<file path="config.mk">
export PLATFORM = sky130hd
export DESIGN_NAME = hilo_ctrl
export DESIGN_NICKNAME = d
export VERILOG_FILES = /design/src/rtl/hilo_ctrl.sv
export SDC_FILE = /design/constraint.sdc
export NUM_CORES = 1
export LEC_CHECK = 0
export ABC_AREA = 1
export BUFFER_PORTS_ARGS = -buffer_cell sky130_fd_sc_hd__buf_4
export CAP_MARGIN = 20
export CORE_ASPECT_RATIO = 1.75
export CORE_MARGIN = 3
export CORE_UTILIZATION = 49
export DETAILED_ROUTE_END_ITERATION = 12
export GPL_ROUTABILITY_DRIVEN = 0
export PLACE_DENSITY = 0.86
export SYNTH_ARGS = -nofsm -noshare
export SYNTH_HDL_FRONTEND = slang
export SYNTH_SLANG_ARGS = --single-unit
</file>
<file path="constraint.sdc">
create_clock -name clk -period 2.93 [get_ports clk]
set_clock_uncertainty 0.05 [all_clocks]
set_input_delay 0.293 -clock clk [delete_from_list [all_inputs] [get_ports clk]]
set_output_delay 0.293 -clock clk [all_outputs]
set_load 0.01 [all_outputs]
</file>
<file path="src/rtl/hilo_ctrl.sv">
// hilo_ctrl: HI/LO register file with multiply-sequencing FSM and MTHI/MTLO write port
//
// Optional feature: define HILO_TIMEOUT_EN to abort a multiply that stays in
// WAIT for TIMEOUT cycles without mult_done (sets sticky timeout_err).
//
// Ports:
//   clk          clock, rising edge
//   reset        synchronous active-high reset
//   start        launch a multiply (accepted in IDLE only)
//   mthi_we      write wdata to HI (applied in IDLE only)
//   mtlo_we      write wdata to LO (applied in IDLE only)
//   wdata        register write data
//   mult_init    launch/hold to multiplier (LAUNCH, WAIT)
//   mult_done    multiplier result valid (looked at in WAIT only)
//   mult_hi/lo   multiplier product halves
//   hi_out/lo_out HI/LO register contents
//   busy         operation in flight
//   done         one-cycle pulse when HI/LO take the product
//   wr_conflict  sticky: MTHI/MTLO attempted while busy
//   timeout_err  sticky: multiplier did not finish in time
module hilo_ctrl #(
  parameter int WIDTH   = 32,
  parameter int TIMEOUT = 40
) (
  input  logic             clk,
  input  logic             reset,
  input  logic             start,
  input  logic             mthi_we,
  input  logic             mtlo_we,
  input  logic [WIDTH-1:0] wdata,
  output logic             mult_init,
  input  logic             mult_done,
  input  logic [WIDTH-1:0] mult_hi,
  input  logic [WIDTH-1:0] mult_lo,
  output logic [WIDTH-1:0] hi_out,
  output logic [WIDTH-1:0] lo_out,
  output logic             busy,
  output logic             done,
  output logic             wr_conflict,
  output logic             timeout_err
);
  typedef enum logic [1:0] {IDLE, LAUNCH, WAIT, WRITE} state_t;
  state_t r_state, w_next;
  logic [WIDTH-1:0] r_hi, r_lo;
  logic r_conflict;
  logic w_timeout;
  logic w_accept;
  assign w_accept = (r_state == IDLE) && start;
`ifdef HILO_TIMEOUT_EN
  localparam int CW = $clog2(TIMEOUT + 1);
  logic [CW-1:0] r_cnt;
  logic r_timeout_err;
  // counter sits at zero outside WAIT, so every WAIT entry starts from zero
  always_ff @(posedge clk) begin
    if (reset || r_state != WAIT) r_cnt <= '0;
    else r_cnt <= r_cnt + 1'b1;
  end
  // r_cnt holds completed WAIT cycles; this fires on the TIMEOUT-th one
  assign w_timeout = (r_state == WAIT) && !mult_done && (r_cnt == CW'(TIMEOUT - 1));
  always_ff @(posedge clk) begin
    if (reset) r_timeout_err <= 1'b0;
    else if (w_accept) r_timeout_err <= 1'b0;
    else if (w_timeout) r_timeout_err <= 1'b1;
  end
  assign timeout_err = r_timeout_err;
`else
  assign w_timeout   = 1'b0;
  assign timeout_err = 1'b0;
`endif
  always_ff @(posedge clk) begin
    if (reset) r_state <= IDLE;
    else r_state <= w_next;
  end
  always_comb begin
    w_next    = r_state;
    mult_init = (r_state == LAUNCH) || (r_state == WAIT);
    busy      = r_state != IDLE;
    done      = r_state == WRITE;
    unique case (r_state)
      IDLE:    w_next = start ? LAUNCH : IDLE;
      LAUNCH:  w_next = WAIT;
      WAIT:    w_next = mult_done ? WRITE : (w_timeout ? IDLE : WAIT);
      WRITE:   w_next = IDLE;
      default: w_next = IDLE;
    endcase
  end
  // product lands on the WAIT->WRITE edge so it is visible alongside done
  always_ff @(posedge clk) begin
    if (reset) begin
      r_hi       <= '0;
      r_lo       <= '0;
      r_conflict <= 1'b0;
    end else begin
      if (r_state == WAIT && mult_done) begin
        r_hi <= mult_hi;
        r_lo <= mult_lo;
      end else if (r_state == IDLE) begin
        if (mthi_we) r_hi <= wdata;
        if (mtlo_we) r_lo <= wdata;
      end
      if (r_state != IDLE && (mthi_we || mtlo_we)) r_conflict <= 1'b1;
    end
  end
  assign hi_out      = r_hi;
  assign lo_out      = r_lo;
  assign wr_conflict = r_conflict;
endmodule

</file>
[Word level (Yosys, flattened, before mapping)]
Index checks and enable logic that the tools add are counted.
W data, S select, Z words.
Storage, ports and cells
  input port bits: 102
  register bits after elaboration: 67
  output and inout bits: 69
Operators by class
  eq/ne operators: 3
  multiplexer cells: 9
  reduce and logical (&&, ||, !) cells: 11
Operator list (count)
  $mux W32: 6
  $pmux W2 S4: 1
  $reduce_bool A2 Y1: 4
  $eq A2 B2 Y1 const B: 2
  $reduce_and A2 Y1: 2
  $eq A2 B1 Y1 const B: 1
  $logic_and A1 B1 Y1: 2
  $logic_not A2 Y1: 1
  $logic_or A1 B1 Y1: 2
  $mux W1: 2

[Depth between registers and ports, before layout]
  word-level depth: 4
  mapped depth: 9
  mapped depth without buffers: 7

[Worst setup path before layout]
No wires, ideal clock.
  kind: register to register
  from: register r_state[0]
  to: register r_state[0]
  setup slack: 1.506 ns
  arrival time: 1.246 ns
  data required time: 2.752 ns
  stages on the path, launching flop included: 10
  buffers on the path: 3
  path through: dfxtp_1 -> inv_1 -> ha_1 -> buf_4 -> nand2_4 -> buf_6 -> buf_6 -> nor2_1 -> a21oi_1 -> nor2_1
Between the ends
  cells in the longest elaborated chain, start to end: 2
  elaborated cells on any way between the ends: 5
Ends and longest elaborated chain
  start, declared: RTL line 43  | state_t r_state, w_next;
  start signal, assigned: RTL line 72  | else r_state <= w_next;
  $eq A2 B2 Y1, or another cell as far along: RTL line 79  | unique case (r_state)
  $pmux W2 S4 (*): RTL line 79
Mark *: on every way between the ends. The rest lies on a longest branch, timed or not.
A chain may end at the register's enable or synchronous reset.

[Worst setup path after layout]
  from: register r_state[0]
  to: register r_lo[21] (netlist: lo_out[21])
Between the ends
  cells in the longest elaborated chain, start to end: 4
  elaborated cells on any way between the ends: 7
Ends and longest elaborated chain
  $eq A2 B2 Y1: RTL line 94  | if (r_state == WAIT && mult_done) begin
  $logic_and A1 B1 Y1: RTL line 94
  $reduce_bool A2 Y1 (no line)
  $reduce_and A2 Y1 (no line)
  end signal, assigned: RTL line 96  | r_lo <= mult_lo;
  end signal, assigned: RTL line 99  | if (mtlo_we) r_lo <= wdata;
  end, declared: RTL line 44  | logic [WIDTH-1:0] r_hi, r_lo;
Parallel ways exist; a longest one is shown, timed or not.

==> summary.txt <==
first-pass GRT wire length: 16200 um
die area: 7750 sq um
share of post-route cells with drive strength above 1: 28.8%
hold endpoint: r_state[0]
Worst-Skew Late Latency: 0.34 ns
Vias/cell: 5.17
I/O Buffers: 169
Starting DRT DRC Count: 281
Hold Path Cell Cnt: 3
post-synthesis sequential area ratio: 40.9%
R2R cell count: 7
total gr overflow: 0
core area: 6320 sq um
antenna diode count: 0
slew margin rel.: 35.1%
Post-CTS Resized: 0
CP Capture Type: flip-flop
Post-Synth XOR/XNOR Area: 0%
PwrDens: 535 nW/um^2
initial antenna violation count: 0
Top Ports: 171
vias in the first global route: 3593
VDD IR-drop max: 0.000442 V
# hold bufs at CTS: 0
RSZ-0062 raised after global routing: false
cell area after synthesis: 3280 sq um
synth unique cells: 17
endpoints failing hold: 0
CP required: 3.15 ns
max cap viols: 0
GRT Util Overall: 27.5%
Initial Util: 51.8%
TritonCTS clock tree: yes
DR pass1 iterations: 5
CP arrival: 2.43 ns
Slew @ Worst Pin: 0.973 ns
CP startpoint kind: flip-flop
chip height: 114 um
post-detailed-route DRC marker count: 0
CTS root buf: clkbuf_8
vias post-DR: 3824
mux contribution to synthesized area: 0%
Tmin final: 2.21 ns
commonest non-fill, non-tap cell in the layout: buf_4
largest net degree at the start of global routing: 62
htree depth: 3
WL final: 10800 um
simple-gate portion of the synthesized area: 36.6%
worst reg-to-reg setup slack: 0.72 ns
adder-cell share of the synthesized area: 1.53%
Syn Nets: 613
HP Class: in2reg
outcome: finished clean
Syn. warnings: 0
synthesis-stage register bit count: 67
Nets: 761
syn_area_per_cell: 6.47 sq um
Final Cycle Share: 75.4%
Slew Viols, Final: 0
Yosys top cell area share: 40.9%
post-synth top area cell: dfxtp_1
drt wl/cell: 14.6 um
Clock Path Buffers: 2
Die W: 67.8 um
Post-Place Cells: 724
area grow syn2layout: 41.7%
FF-to-FF Start: r_state[0]
non-filler cells, final: 739
Post-DRT Antenna Nets: 0
HPWL Detailed: 7940 um
main combinational cell family by area after synthesis: simple AND/OR/NAND/NOR gates
Syn Inst Count: 507
FF-to-FF End: lo_out[21]
CTS Sinks: 67
leading cell types in the layout, fill and taps excluded: buf_4 (173), nand2_1 (124), nor2_1 (107), dfxtp_1 (67), nand3_1 (62)
Compound-Gate Fraction of Synth Area: 10.2%
Post-CTS Setup Inserts: 0
worst-path maximum fanout: 50
synth top area cells: dfxtp_1 (41%), nand2_1 (14%), nor2_1 (12%)
critical setup path kind: reg2reg
row count: 38
setup_tns: 0 ns
hold path start: start
leakage: 2.51 nW
Worst-path clk slew: 0.06 ns
endpoints failing setup: 0
Fmax achieved: 452 MHz
CTS Buf Count: 9
-- state kept, by name (all words and copies together) (netlist names) --
register,count
hi_out,32
lo_out,32
r_state,2
wr_conflict,1
-- synth_stat cells --
cell,number
nand3_1,62
buf_4,5
a21oi_1,28
dfxtp_1,67
nor2_1,107
o21ai_0,30
nand2_1,124
ha_1,4
inv_1,36
clkbuf_1,5
nand2_4,1
buf_6,4
buf_2,21
o21ai_1,9
conb_1,1
clkbuf_2,1
nand2_2,2
-- metal layers --
layer	vias to the layer above	wire length (um)	track usage (%)
met4	0	630	19.0
met2	187	5490	46.4
met3	50	802	3.93
li1	1889	-	-
met5	-	0	0
met1	1698	3840	30.6
-- worst max path at each step --
stage / slack (ns) / startpoint / depth (start not counted) / to
6_report: 0.72 / r_state[0] / 7 / lo_out[21]
5_1_grt: 0.49 / r_state[0] / 7 / lo_out[22]
4_1_cts: 0.72 / r_state[0] / 7 / lo_out[21]
3_5_place_dp: 0.65 / mult_done / 6 / lo_out[21]
3_3_place_gp: 0.73 / mult_done / 6 / lo_out[22]
2_1_floorplan: 1.51 / r_state[0] / 9 / r_state[0]
-- final cells by class --
cell class                 count  area (sq um)
fill                         570          1680
multi-input combinational    368          1590
sequential                    67          1340
timing repair buffer         173          1300
clock buffer                  13           169
inverter                      36           135
tap                           80           100
clock inverter                 2          10.0
-- power by group --
| group | total [W] | switching, W | internal (W) |
|---|---|---|---|
| Clock | 0.000693 | 0.000324 | 0.000369 |
| Combinational | 0.000715 | 0.000391 | 0.000324 |
| Sequential | 0.00108 | 0.0000592 | 0.00102 |
| Total | 0.00249 | 0.000774 | 0.00171 |
-- kinds of logic after synthesis --
logic type	count (synthesis)
AO/OA/AOI/OAI	67
adder cells (fa/ha/maj)	4
other	1
AND/OR/NAND/NOR	296
buffers and inverters	72
flip-flops	67
-- stage by stage --
step | setup slack (ns) | utilization, % | cell area [sq um] | total power, W | hold slack [ns]
6_report | 0.720 | 73.4 | 4640 | 0.00249 | 0.138
5_1_grt | 0.488 | 73.4 | 4640 | 0.00261 | 0.155
4_1_cts | 0.722 | 73.4 | 4640 | 0.00250 | 0.128
3_5_place_dp | 0.651 | 70.6 | 4470 | 0.00181 | 0.395
3_3_place_gp | 0.735 | 70.6 | 4470 | 0.00179 | 0.391
2_1_floorplan | 1.51 | - | 3280 | 0.00147 | 0.382
-- critical path: stages, from the launching register on --
cell	delay (ns)
dfxtp_1	0.33
inv_1	0.08
ha_1	0.25
nand2_4	0.39
nand2_2	0.50
inv_1	0.33
nor2_1	0.09
nor2_1	0.13
Power figures use the tool's default switching activity.
